## config.mk

```make
export PLATFORM = sky130hd
export DESIGN_NAME = cond_sequencer
export DESIGN_NICKNAME = d
export VERILOG_FILES = /design/src/rtl/cond_seq_pkg.sv /design/src/rtl/cond_seq_checker.sv /design/src/rtl/cond_sequencer.sv
export SDC_FILE = /design/constraint.sdc
export NUM_CORES = 1
export LEC_CHECK = 0
export BUFFER_PORTS_ARGS = -buffer_cell sky130_fd_sc_hd__buf_2
export CAP_MARGIN = 20
export CORE_ASPECT_RATIO = 1.5
export CORE_MARGIN = 10
export CORE_UTILIZATION = 58
export DETAILED_ROUTE_END_ITERATION = 10
export PLACE_DENSITY = 0.81
export REMOVE_ABC_BUFFERS = 1
export SLEW_MARGIN = 20
export SYNTH_ARGS = -nofsm -noshare
export SYNTH_HDL_FRONTEND = slang
export SYNTH_HIERARCHICAL = 1
export SYNTH_SLANG_ARGS = --single-unit
```

## constraint.sdc

```tcl
create_clock -name clk -period 3.3 [get_ports clk]
set_input_delay 0.66 -clock clk [delete_from_list [all_inputs] [get_ports clk]]
set_output_delay 0.66 -clock clk [all_outputs]
set_load 0.05 [all_outputs]
```

## src/rtl/cond_seq_pkg.sv

```systemverilog
// rtl/cond_seq_pkg.sv - shared state encoding and default widths for the condition sequencer
package cond_seq_pkg;

  localparam int DEF_DELAY_W = 16;
  localparam int DEF_ERR_W   = 8;

  typedef enum logic [2:0] {
    ST_IDLE,
    ST_PRE,
    ST_PH0,
    ST_PH1,
    ST_DONE
  } state_e;

endpackage

```

## src/rtl/cond_seq_checker.sv

```systemverilog
// rtl/cond_seq_checker.sv - compares DUT responses against condition delayed one cycle
module cond_seq_checker
  import cond_seq_pkg::*;
#(
  parameter int ERR_W = DEF_ERR_W
) (
  input  logic             clk,
  input  logic             reset,
  input  logic             clr,
  input  logic             condition,
  input  logic             arm_in,
  input  logic             resp_a,
  input  logic             resp_b,
  output logic [ERR_W-1:0] err_count,
  output logic [ERR_W-1:0] err_count_next
);

  logic             exp_q, exp_d;
  logic             arm_q, arm_d;
  logic [ERR_W-1:0] err_count_q, err_count_d;
  logic             mismatch;

  always_comb begin
    exp_d       = condition;
    arm_d       = arm_in;
    mismatch    = arm_q && ((resp_a != exp_q) || (resp_b != exp_q));
    err_count_d = err_count_q;
    if (clr) begin
      err_count_d = '0;
    end else if (mismatch && (err_count_q != {ERR_W{1'b1}})) begin
      err_count_d = err_count_q + 1'b1;
    end
  end

  always_ff @(posedge clk) begin
    if (reset) begin
      exp_q       <= 1'b0;
      arm_q       <= 1'b0;
      err_count_q <= '0;
    end else begin
      exp_q       <= exp_d;
      arm_q       <= arm_d;
      err_count_q <= err_count_d;
    end
  end

  assign err_count      = err_count_q;
  assign err_count_next = err_count_d;

endmodule

```

## src/rtl/cond_sequencer.sv

```systemverilog
// rtl/cond_sequencer.sv - two-phase condition stimulus generator with response checking
module cond_sequencer
  import cond_seq_pkg::*;
#(
  parameter int DELAY_W = DEF_DELAY_W,
  parameter int ERR_W   = DEF_ERR_W
) (
  input  logic               clk,
  input  logic               reset,
  input  logic               start,
  input  logic [DELAY_W-1:0] cfg_pre,
  input  logic [DELAY_W-1:0] cfg_hold,
  input  logic               cfg_first,
  input  logic               resp_a,
  input  logic               resp_b,
  output logic               condition,
  output logic               busy,
  output logic               done,
  output logic               pass,
  output logic [ERR_W-1:0]   err_count
);

  state_e             state_q, state_d;
  logic [DELAY_W-1:0] cnt_q, cnt_d;
  logic [DELAY_W-1:0] hold_q, hold_d;
  logic               first_q, first_d;
  logic               condition_q, condition_d;
  logic               busy_q, busy_d;
  logic               done_q, done_d;
  logic               pass_q, pass_d;
  logic               clr;
  logic               arm;
  logic [ERR_W-1:0]   err_next;

  // A length of zero behaves as one, so the terminal count is max(v,1)-1.
  function automatic logic [DELAY_W-1:0] load_val(input logic [DELAY_W-1:0] v);
    return (v == '0) ? '0 : v - 1'b1;
  endfunction

  always_comb begin
    state_d = state_q;
    cnt_d   = cnt_q;
    hold_d  = hold_q;
    first_d = first_q;
    pass_d  = pass_q;
    clr     = 1'b0;
    unique case (state_q)
      ST_IDLE: begin
        if (start) begin
          state_d = ST_PRE;
          cnt_d   = load_val(cfg_pre);
          hold_d  = load_val(cfg_hold);
          first_d = cfg_first;
          pass_d  = 1'b0;
          clr     = 1'b1;
        end
      end
      ST_PRE: begin
        if (cnt_q == '0) begin
          state_d = ST_PH0;
          cnt_d   = hold_q;
        end else begin
          cnt_d = cnt_q - 1'b1;
        end
      end
      ST_PH0: begin
        if (cnt_q == '0) begin
          state_d = ST_PH1;
          cnt_d   = hold_q;
        end else begin
          cnt_d = cnt_q - 1'b1;
        end
      end
      ST_PH1: begin
        if (cnt_q == '0) begin
          state_d = ST_DONE;
        end else begin
          cnt_d = cnt_q - 1'b1;
        end
      end
      ST_DONE: begin
        // The final PH1 response is compared during DONE, so pass includes it.
        state_d = ST_IDLE;
        pass_d  = (err_next == '0);
      end
      default: state_d = ST_IDLE;
    endcase

    // Outputs are registered against the next state so they line up with state_q.
    condition_d = 1'b0;
    if (state_d == ST_PH0) condition_d = first_d;
    if (state_d == ST_PH1) condition_d = ~first_d;
    busy_d = (state_d == ST_PRE) || (state_d == ST_PH0) || (state_d == ST_PH1);
    done_d = (state_d == ST_DONE);
  end

  always_ff @(posedge clk) begin
    if (reset) begin
      state_q     <= ST_IDLE;
      cnt_q       <= '0;
      hold_q      <= '0;
      first_q     <= 1'b0;
      condition_q <= 1'b0;
      busy_q      <= 1'b0;
      done_q      <= 1'b0;
      pass_q      <= 1'b0;
    end else begin
      state_q     <= state_d;
      cnt_q       <= cnt_d;
      hold_q      <= hold_d;
      first_q     <= first_d;
      condition_q <= condition_d;
      busy_q      <= busy_d;
      done_q      <= done_d;
      pass_q      <= pass_d;
    end
  end

  assign arm = (state_q == ST_PH0) || (state_q == ST_PH1);

  cond_seq_checker #(
    .ERR_W(ERR_W)
  ) u_checker (
    .clk           (clk),
    .reset         (reset),
    .clr           (clr),
    .condition     (condition_q),
    .arm_in        (arm),
    .resp_a        (resp_a),
    .resp_b        (resp_b),
    .err_count     (err_count),
    .err_count_next(err_next)
  );

  assign condition = condition_q;
  assign busy      = busy_q;
  assign done      = done_q;
  assign pass      = pass_q;

endmodule

```

# Yosys cells after proc, flatten, opt, wreduce, memory -nomap -nowiden
# Index checks and enable logic that the tools add are counted.
[word_totals]
regBits = 50
inputBits = 38
out_inout_bits = 12
word_cells = 67
[classes]
add_sub_neg = 4
n_eq_ne = 13
n_mux = 21
bitwise_logic = 1
reduce_logical = 17
[op_table]
columns = ["operator", "count"]
rows = [
  ["$mux 16", 5],
  ["$logic_not 16->1", 3],
  ["$pmux 16 s3", 1],
  ["$sub 16x1->16 const B", 3],
  ["$mux 8", 2],
  ["$eq 3x2->1 const B", 4],
  ["$mux 3", 4],
  ["$pmux 3 s4", 1],
  ["$add 8x1->8 const B", 1],
  ["$logic_not 8->1", 1],
  ["$ne 8x8->1 const B", 1],
  ["$mux 1", 7],
  ["$eq 3x1->1 const B", 2],
  ["$eq 3x3->1 const B", 2],
  ["$logic_or 1x1->1", 4],
  ["$ne 2x2->1 const B", 2],
  ["$reduce_and 2->1", 2],
  ["$logic_not 3->1", 1],
  ["$reduce_and 3->1", 1],
  ["$reduce_bool 3->1", 1],
  ["$logic_and 1x1->1", 2],
  ["$ne 1x1->1", 2],
  ["$pmux 1 s2", 1],
  ["$reduce_bool 2->1", 1],
  ["other kinds (2)", 2],
]

# Longest topological paths before layout
# Gate-level depths: netlist (run 1).
[logic_depth]
ltp_word = 8
ltp_mapped = 12
ltp_nobuf = 10

# Cells and area by module
# The synthesis (run 1) kept the hierarchy.
[by_module_without_submodules]
columns = ["module", "n_inst", "cells_each", "area_each_um2", "seq_area_each_um2"]
rows = [
  ["cond_sequencer", 1, 356, 2831.5, 800.8],
  ["cond_seq_checker", 1, 72, 645.6, 200.2],
]

# Least setup slack after synthesis (run 1)
# No wires, ideal clock.
[synth_path]
kind = "register to register"
start = "register u_checker.err_count_q[0] (netlist: u_checker/err_count[0])"
end = "register pass_q (netlist: pass)"
setup_ns = 0.065
arrival_time_ns = 2.422
required_ns = 3.235
setup_slack_ns = 0.812
stages_incl_launch_ff = 11
n_path_buf = 0
synth_period_minus_slack_ns = 2.488
cell_sequence = "dfxtp_1 > ha_1 > nand3_1 > nor2_4 > nor3_2 > mux2_1 > nor4_1 > nand4b_1 > nor4_1 > a21oi_1 > nor2_1"
[synth_between]
elab_chain_len = 6
elab_cells_between_ends = 7
classes_between = "1 x add/sub; 1 x eq/ne; 3 x mux; 2 x reduce/logical"
[synth_lines]
columns = ["item", "line_no", "rtl"]
rows = [
  ["start, declared", "cond_seq_checker.sv:20", "logic [ERR_W-1:0] err_count_q, err_count_d;"],
  ["start signal, assigned", "cond_seq_checker.sv:43", "err_count_q <= err_count_d;"],
  ["branches (longest 2 deep; another with $add 8x1->8)", "--", ""],
  ["$mux 8 (*)", "cond_seq_checker.sv:30", "end else if (mismatch && (err_count_q != {ERR_W{1'b1}})) begin"],
  ["$mux 8 (*)", "cond_seq_checker.sv:28", "if (clr) begin"],
  ["net err_next[5]", "cond_sequencer.sv:33", "logic [ERR_W-1:0] err_next;"],
  ["$logic_not 8->1 (*)", "cond_sequencer.sv:84", "pass_d = (err_next == '0);"],
  ["$pmux 1 s2 (*)", "cond_sequencer.sv:47", "unique case (state_q)"],
  ["end signal, assigned", "cond_sequencer.sv:115", "pass_q <= pass_d;"],
  ["end, declared", "cond_sequencer.sv:30", "logic pass_q, pass_d;"],
]
# Mark *: on every way through the listed nets, which the timed path passes.
# A chain may end at the register's enable or synchronous reset.

# Worst setup path in the final report (run 1)
# Ends and elaborated chain as after synthesis.

==> results of run 1 <==
==> layout by cell type, fill, tap and decap left out, drive strengths merged, types with 5 or more instances in the layout <==
cell type and instances:
xnor2 7, clkbuf 6, dfxtp 50, nor2 66
nor4 16, nand4 7, xor2 20, a211oi 10
ha 6, nor2b 10, inv 12, nand2b 6
o21ai 29, buf 56, a21oi 26, nand2 18
nor3 26, nand3b 11, a22oi 13, and3 5
or3 5, nand3 15
==> cell families after synthesis <==
logic type,after synthesis
AND/OR/NAND/NOR,207
XOR/XNOR,27
multiplexers,6
buffers and inverters,31
flip-flops,50
adder cells (fa/ha/maj),6
AO/OA/AOI/OAI,101
==> registers in the layout, indices dropped and copies added (netlist names) <==
name	count
u_checker/arm_q	1
busy	1
pass	1
done	1
state_q	3
cnt_q	16
condition	1
first_q	1
u_checker/err_count	8
hold_q	16
u_checker/exp_q	1
==> worst paths after layout <==
| check | startpoint | endpoint | slack [ns] |
|---|---|---|---|
| max | u_checker/err_count[0]$_SDFF_PP0_ | pass$_SDFFE_PP0P_ | 0.86 |
| min | condition$_SDFF_PP0_ | u_checker/exp_q$_SDFF_PP0_ | 0.47 |
| max reg2reg | u_checker/err_count[0]$_SDFF_PP0_ | pass$_SDFFE_PP0P_ | 0.86 |
| min reg2reg | condition$_SDFF_PP0_ | u_checker/exp_q$_SDFF_PP0_ | 0.47 |
==> synth_stat cells, types with 3 or more instances <==
cell,n
a221oi_1,3
inv_1,12
nor4_1,13
nand2_1,18
or3_1,3
dfxtp_1,50
nand4_1,5
xnor2_1,7
xor2_1,20
nor3_1,20
clkbuf_1,10
nor3_2,4
nand3b_1,10
nor2b_1,10
buf_4,3
nor3b_1,3
mux2_1,4
nor2_1,65
buf_2,3
nand2b_1,5
a22oi_1,9
and3_1,4
a211oi_1,10
nand3_1,14
nand4b_1,3
o21ai_1,5
a22oi_2,4
ha_1,6
a21oi_1,24
o21ai_0,24
==> metal layers <==
metal  up-vias  part of all wire  routed length, µm
li1       1658                 -                  -
met4         0             0.065                591
met2       121              0.51               4667
met5         -                 0                  0
met3        40             0.051                462
met1      1575              0.37               3409
==> cell type report <==
cell class,count,area share
clock buffers,6,0.02137
clock inverters,2,0.004532
inverters,12,0.01165
multi-input cells,347,0.6031
flip-flops and latches,50,0.2590
well taps,72,0.02331
repair buffers,56,0.07705
==> per-stage QoR <==
stage / std cells / setup slack [ns]
floorplan: 409 / 0.8121
global placement: 537 / 0.7812
detailed placement: 537 / 0.6879
CTS: 545 / 0.8645
global route: 545 / 0.7066
finish: 545 / 0.8606
==> report_power, final <==
group          switching [µW]  internal (µW)  total (µW)  leakage, µW
combinational             264            171         435      0.00104
clock                     212            173         385    0.0000514
sequential               57.1            647         704     0.000409
==> results.yml, run 1 <==
synth:
  synth_top_area_frac: 0.2879
  syn_avg_cell_area_um2: 8.124
  synth_seq_area_share: 0.2879
  yosysWarnings: 6
  synth_compound_area_frac: 0.2001
  synth_fa_ha_area_frac: 0.02159
  synth_cell_types: 74
  synth_simple_gate_area_frac: 0.3620
  syn-cell-area_um2: 3477
  synth_cells: 428
  synth_seq_cells: 50
  synth_edf_count: 0
  muxShareOfSynthArea: 0.01871
  synth-xor-area-share: 0.06801
  yosys.area.top_type: "dfxtp_1"
  ys.flop_type: "dfxtp_1"
  synthTopCellsByArea: "dfxtp_1 29%, nor2_1 7.0%, xor2_1 5.0%"
  async_flop_share: 0
  synth_top_family_by_area: "simple AND/OR/NAND/NOR gates"
global_route:
  overflow: 0
  grt_pass1_vias: 3567
  grt.busiest_layer: "met2"
  grt_first_pass_wirelength_um: 15510
  use_met3: 0.03468
  grtUsageMet2: 0.3481
  grt_max_degree: 26
  antenna_found_initial: 0
  grt_use_met1: 0.1823
  track_usage: 0.1894
critical_path:
  critical_path_class: "reg -> reg"
  worst-path-buf-inv: 0
  critPathTopFamily: "simple AND/OR/NAND/NOR gates"
  cp_max_fo: 6
  end_kind: "flop"
  required_ns: 3.55
  cp_cell_sequence: "ha_1 > nand3_1 > nor2_4 > nor3_2 > mux2_1 > nor4_1 > nand4b_1 > nor4_1 > a21oi_1 > nor2_1"
  worstSetupStartpointType: "flop"
  crit_top_cell: "nor4_1"
  cpPeakStageDelay_ns: 0.47
  worstRegToRegCells: 10
  cp.depth: 10
  arrival_ns: 2.69
  slowest_stage: "dfxtp_1"
pwr:
  p_total_uw: 1524
  p_per_area_nw_per_um2: 394.3
  ir_drop_uv: 248.3
  p_leak_uw: 0.001498
layout:
  multi_input_area_um2: 2331
  diodes: 0
  area_growth_pct: 11.16
  regArea_um2: 1001
  drive_above_1_share: 0.2114
  stdcell_area_um2: 3865
  design.final.nets: 516
  fillers: 496
  final_util: 0.6632
timing:
  hold_slack_ns: 0.4708
  fin_setup_tns_ns: 0
  timing.slew.headroom: 0.3988
  setup_viol: 0
  rsz0062_at_grt: "no"
  hold_violations: 0
  tightest_slew_ns: 0.8936
  period_needed_ns: 2.439
  drv_slew: 0
  max_freq_ghz: 0.4099
  min_period_over_period: 0.7392
  clock_skew_ns: 0.01044
placed_design:
  gp_congestion: 1.012
  io_buffers: 49
  dpl-instance-area_um2: 3765
  dp_hpwl_um: 7252
clock_network:
  cts.sinks: 50
  cts_tree: "yes"
  root_buffer: "clkbuf_8"
  numCtsBuffers: 5
  hold_buffers: 0
  clockBufferDepth: 2
  post_cts_buffers: 0
  post_cts_resized: 0
  clk_pin_slew_worst_paths_ns: 0.09
  clock_latency_ns: 0.31
  htree_levels: 2
routing:
  final_antenna_net_count: 0
  drtIter0Drc: 210
  wl_per_cell_um: 16.75
  wirelength_um: 9130
  drc: 0
  first_pass_iters: 4
  vias: 3394
  vias_per_cell: 6.228
floorplanning:
  start_util: 0.5966
  rows: 34
  die_y_um: 114.8
  die_width_um: 83.22
  dieArea_um2: 9556
  coreArea_um2: 5828
  io_pins: 50
status:
  status: "finished, final reports clean"
worst_hold_path:
  hold_depth: 1
  hold_path_class: "reg -> reg"
flow_run:
  cap_violations: 0
Note: power is estimated with default switching activity, not from simulation.
==> inputs of run 2 (changes only) <==
==> constraint.sdc (replaced) <==
create_clock -name clk -period 2.45 [get_ports clk]
set_input_delay 0.49 -clock clk [delete_from_list [all_inputs] [get_ports clk]]
set_output_delay 0.49 -clock clk [all_outputs]
set_load 0.05 [all_outputs]
==> results.yml, run 2 (synthesized netlist as in run 1, its figures left out) <==
layout:
  final_cell_mix: "65 x nor2_1, 49 x dfxtp_1, 49 x buf_2"
  area_growth_pct: 14.86
  design.final.nets: 534
  final_cells: 563
  final_common_cell: "nor2_1"
  drive_above_1_share: 0.2424
  fillers: 516
  diodes: 0
clock_network:
  clock_latency_ns: 0.31
  cts_tree: "yes"
  hold_buffers: 0
  post_cts_resized: 0
  cts.sinks: 50
  root_buffer: "clkbuf_8"
  clockBufferDepth: 2
  htree_levels: 2
  clk_pin_slew_worst_paths_ns: 0.09
  numCtsBuffers: 5
  post_cts_buffers: 0
global_route:
  antenna_found_initial: 0
  grt_max_degree: 22
  overflow: 0
  grt_pass1_vias: 3498
  grt_first_pass_wirelength_um: 15780
  track_usage: 0.1939
flow_run:
  cap_violations: 0
timing:
  hold_violations: 0
  setup_viol: 0
  min_period_over_period: 0.8934
  period_needed_ns: 2.189
  drv_slew: 0
  clock_skew_ns: 0.007292
  rsz0062_at_grt: "no"
  max_freq_ghz: 0.4569
  timing.slew.headroom: 0.5676
  tightest_slew_ns: 0.6487
floorplanning:
  start_util: 0.5966
  coreArea_um2: 5828
  die_y_um: 114.8
  io_pins: 50
  die_width_um: 83.22
  rows: 34
  dieArea_um2: 9556
critical_path:
  critical_path_class: "reg -> reg"
  r2r_start: "cnt_q[0]$_SDFFE_PP0P_"
  worstRegToRegCells: 9
  ff2ff_setup_slack_ns: 0.26
  required_ns: 2.64
  end_kind: "flop"
  arrival_ns: 2.38
  worstSetupEndpoint: "cnt_q[1]$_SDFFE_PP0P_"
  cp_max_fo: 8
  cp-startpoint: "cnt_q[0]$_SDFFE_PP0P_"
  r2r_end: "cnt_q[1]$_SDFFE_PP0P_"
  worstSetupStartpointType: "flop"
routing:
  wirelength_um: 9471
  final_antenna_net_count: 0
  vias: 3490
  vias_per_cell: 6.199
  drc: 0
  first_pass_iters: 4
  drtIter0Drc: 175
  wl_per_cell_um: 16.82
pwr:
  p_leak_uw: 0.001584
  p_total_uw: 2059
  p_per_area_nw_per_um2: 515.4
  ir_drop_uv: 295.7
placed_design:
  gp_congestion: 0.9562
  io_buffers: 49
  dp_hpwl_um: 7593
  dp.cells: 555
worst_hold_path:
  hold_path_class: "in -> reg"
status:
  status: "finished, final reports clean"
## run 2: worst min-delay path by stage
stage | start | to | slack [ns] | cells past startpoint
global route | cfg_first | first_q$_SDFF_PP0_ | 0.49 | 3
floorplan | hold_q[1]$_SDFFE_PP0P_ | hold_q[1]$_SDFFE_PP0P_ | 0.46 | 2
detailed placement | condition$_SDFF_PP0_ | u_checker/exp_q$_SDFF_PP0_ | 0.46 | 1
CTS | cfg_first | first_q$_SDFF_PP0_ | 0.43 | 3
finish | cfg_first | first_q$_SDFF_PP0_ | 0.44 | 3
global placement | condition$_SDFF_PP0_ | u_checker/exp_q$_SDFF_PP0_ | 0.46 | 1
## run 2: power breakdown
part / leakage [µW] / internal [µW] / switching (µW) / total (µW)
Sequential: 0.000410 / 872 / 73.8 / 946
Clock: 0.0000452 / 202 / 277 / 479
Combinational: 0.00113 / 264 / 370 / 634
## run 2: area by class of cell
type,count,area (µm²),area share
Inverter,12,45.04,0.01128
Clock buffer,6,72.57,0.01817
Multi-Input combinational cell,347,2337,0.5852
Timing Repair Buffer,74,432.9,0.1084
Tap cell,72,90.09,0.02256
Sequential cell,50,1002,0.2509
Clock inverter,2,13.76,0.003446
## run 2: metrics by stage
step / TNS [ns] / hold WS, ns / cell area, µm² / worst slack [ns] / utilization
after CTS: 0 / 0.4349 / 3986 / 0.1745 / 0.6840
after floorplan: -0.03790 / 0.4567 / 3377 / -0.03790 / -
after global placement: 0 / 0.4554 / 3900 / 0.1504 / 0.6692
after global routing: 0 / 0.4866 / 3994 / 0.03618 / 0.6853
after detailed placement: 0 / 0.4640 / 3900 / 0.05298 / 0.6692
final: 0 / 0.4379 / 3994 / 0.2611 / 0.6853
## run 2: layer usage
metal	routed length, µm	vias to the layer above	track usage	share of wire
met4	459	0	0.1116	0.048
li1	-	1697	-	-
met2	5039	123	0.3781	0.53
met3	482	36	0.02689	0.051
met1	3490	1634	0.1899	0.37
met5	0	-	0	0
## run 2: worst max-delay path: stages, from the launching register on
cell and delay, ns:
dfxtp_1 0.36, inv_1 0.10, ha_1 0.24, nor4b_2 0.27
nand4_2 0.16, a21oi_2 0.34, buf_4 0.23, nor2_1 0.05
a211oi_1 0.22, a211oi_1 0.11
==> inputs of run 3 (changes only) <==
--- a/config.mk
+++ b/config.mk
@@ -9,9 +9,10 @@
 export CAP_MARGIN = 20
 export CORE_ASPECT_RATIO = 1.5
 export CORE_MARGIN = 10
-export CORE_UTILIZATION = 58
+export CORE_UTILIZATION = 60
+export CTS_BUF_LIST = sky130_fd_sc_hd__clkbuf_8
 export DETAILED_ROUTE_END_ITERATION = 10
-export PLACE_DENSITY = 0.81
+export PLACE_DENSITY = 0.83
 export REMOVE_ABC_BUFFERS = 1
 export SLEW_MARGIN = 20
 export SYNTH_ARGS = -nofsm -noshare
==> results.yml, run 3 (synthesized netlist as in run 1, its figures left out) <==
layout:
  fillers: 463
  final_cell_mix: "65 x nor2_1, 50 x dfxtp_1, 49 x buf_2"
  diodes: 0
  final_common_cell: "nor2_1"
  area_growth_pct: 14.47
  multi_input_area_um2: 2331
  stdcell_area_um2: 3980
  final_util: 0.7194
  design.final.nets: 530
  drive_above_1_share: 0.2341
  regArea_um2: 1001
floorplanning:
  rows: 33
  io_pins: 50
  start_util: 0.6284
  coreArea_um2: 5533
  die_width_um: 82.16
  dieArea_um2: 9303
  die_y_um: 113.2
pwr:
  p_int_uw: 1435
  switching_power_uw: 724.5
  ir_drop_uv: 460.5
  p_per_area_nw_per_um2: 542.7
  switching_share: 0.3354
  power_frac_comb: 0.286
  p_seq_frac: 0.440
  p_total_uw: 2160
  p_clk_frac: 0.274
  p_leak_uw: 0.001576
clock_network:
  numCtsBuffers: 5
  post_cts_buffers: 0
  clock_latency_ns: 0.31
  hold_buffers: 0
  clk_pin_slew_worst_paths_ns: 0.10
  htree_levels: 2
  cts_tree: "yes"
  root_buffer: "clkbuf_8"
  clockBufferDepth: 2
  cts.sinks: 50
  post_cts_resized: 0
routing:
  final_antenna_net_count: 0
  vias: 3468
  vias_per_cell: 6.226
  drc: 0
  wl_per_cell_um: 16.82
  wirelength_um: 9367
  drtIter0Drc: 151
  first_pass_iters: 5
global_route:
  grt_max_degree: 19
  grt_first_pass_wirelength_um: 15680
  antenna_found_initial: 0
  overflow: 0
  track_usage: 0.2074
  grt_pass1_vias: 3486
timing:
  setup_viol: 0
  timing.slew.headroom: 0.5882
  rsz0062_at_grt: "no"
  max_freq_ghz: 0.4517
  clock_skew_ns: 0.006554
  drv_slew: 0
  hold_violations: 0
  tightest_slew_ns: 0.6177
  min_period_over_period: 0.9037
  period_needed_ns: 2.214
  fin_setup_tns_ns: 0
placed_design:
  gp_congestion: 0.9969
  io_buffers: 49
  dpl-instance-area_um2: 3867
  dp_hpwl_um: 7502
worst_hold_path:
  hold_path_class: "in -> reg"
critical_path:
  worstSetupStartpointType: "flop"
  cp_max_fo: 10
  arrival_ns: 2.41
  critical_path_class: "reg -> reg"
  cpPeakStageDelay_ns: 0.37
  end_kind: "flop"
  slowest_stage: "dfxtp_1"
  cp_cell_sequence: "inv_1 > ha_1 > nor4b_2 > nand4_2 > a21oi_2 > buf_4 > nor3_1 > a221oi_1 > o21ai_1"
  required_ns: 2.65
flow_run:
  cap_violations: 0
status:
  status: "finished, final reports clean"
run 3: worst max-delay path, delay by kind of cell (launching register included):
kind                       cells  cell delay (ns)
buffers and inverters          2             0.28
adders and majority gates      1             0.23
DFF                            1             0.37
AOI/OAI and AO/OA              3             0.59
and+or+nand+nor                3             0.64
run 3: power groups by stage:
stage / sequential, µW / combinational [µW] / clock [µW]
6_report: 950 / 618 / 592
5_1_grt: 958 / 688 / 624
4_1_cts: 947 / 611 / 590
3_5_place_dp: 965 / 606 / 0
3_3_place_gp: 964 / 593 / 0
2_1_floorplan: 949 / 391 / 0
run 3: layout make-up:
class                      instances  share of cell area
clock inverter                     3             0.01100
clock buffer                       5             0.01729
inverter                          12             0.01132
timing repair buffer              70              0.1012
sequential                        50              0.2515
multi-input combinational        347              0.5857
tap                               70             0.02201
run 3: routing by layer:
metal  GRT usage  vias to the layer above  wire, µm  share of wire
met5           0                        -         0              0
met4      0.1264                        0       420          0.045
met3     0.03249                       27       508          0.054
met2      0.3778                      127      5082           0.54
met1      0.2084                     1620      3356           0.36
li1            -                     1694         -              -
run 3: path summary, 6_finish.rpt:
check                         from                         end  slack (ns)  depth (start not counted)
min reg2reg   condition$_SDFF_PP0_  u_checker/exp_q$_SDFF_PP0_        0.48                          1
min                      cfg_first          first_q$_SDFF_PP0_        0.43                          3
max reg2reg  cnt_q[0]$_SDFFE_PP0P_      cnt_q[12]$_SDFFE_PP0P_        0.24                          9
max          cnt_q[0]$_SDFFE_PP0P_      cnt_q[12]$_SDFFE_PP0P_        0.24                          9
run 3: per-stage QoR:
step,hold slack [ns],cells,setup slack (ns)
after global routing,0.4418,557,0.03204
after detailed placement,0.4656,549,0.06120
after global placement,0.4482,549,0.1813
after floorplan,0.4567,409,-0.03790
after CTS,0.4257,557,0.2350
final,0.4304,557,0.2359
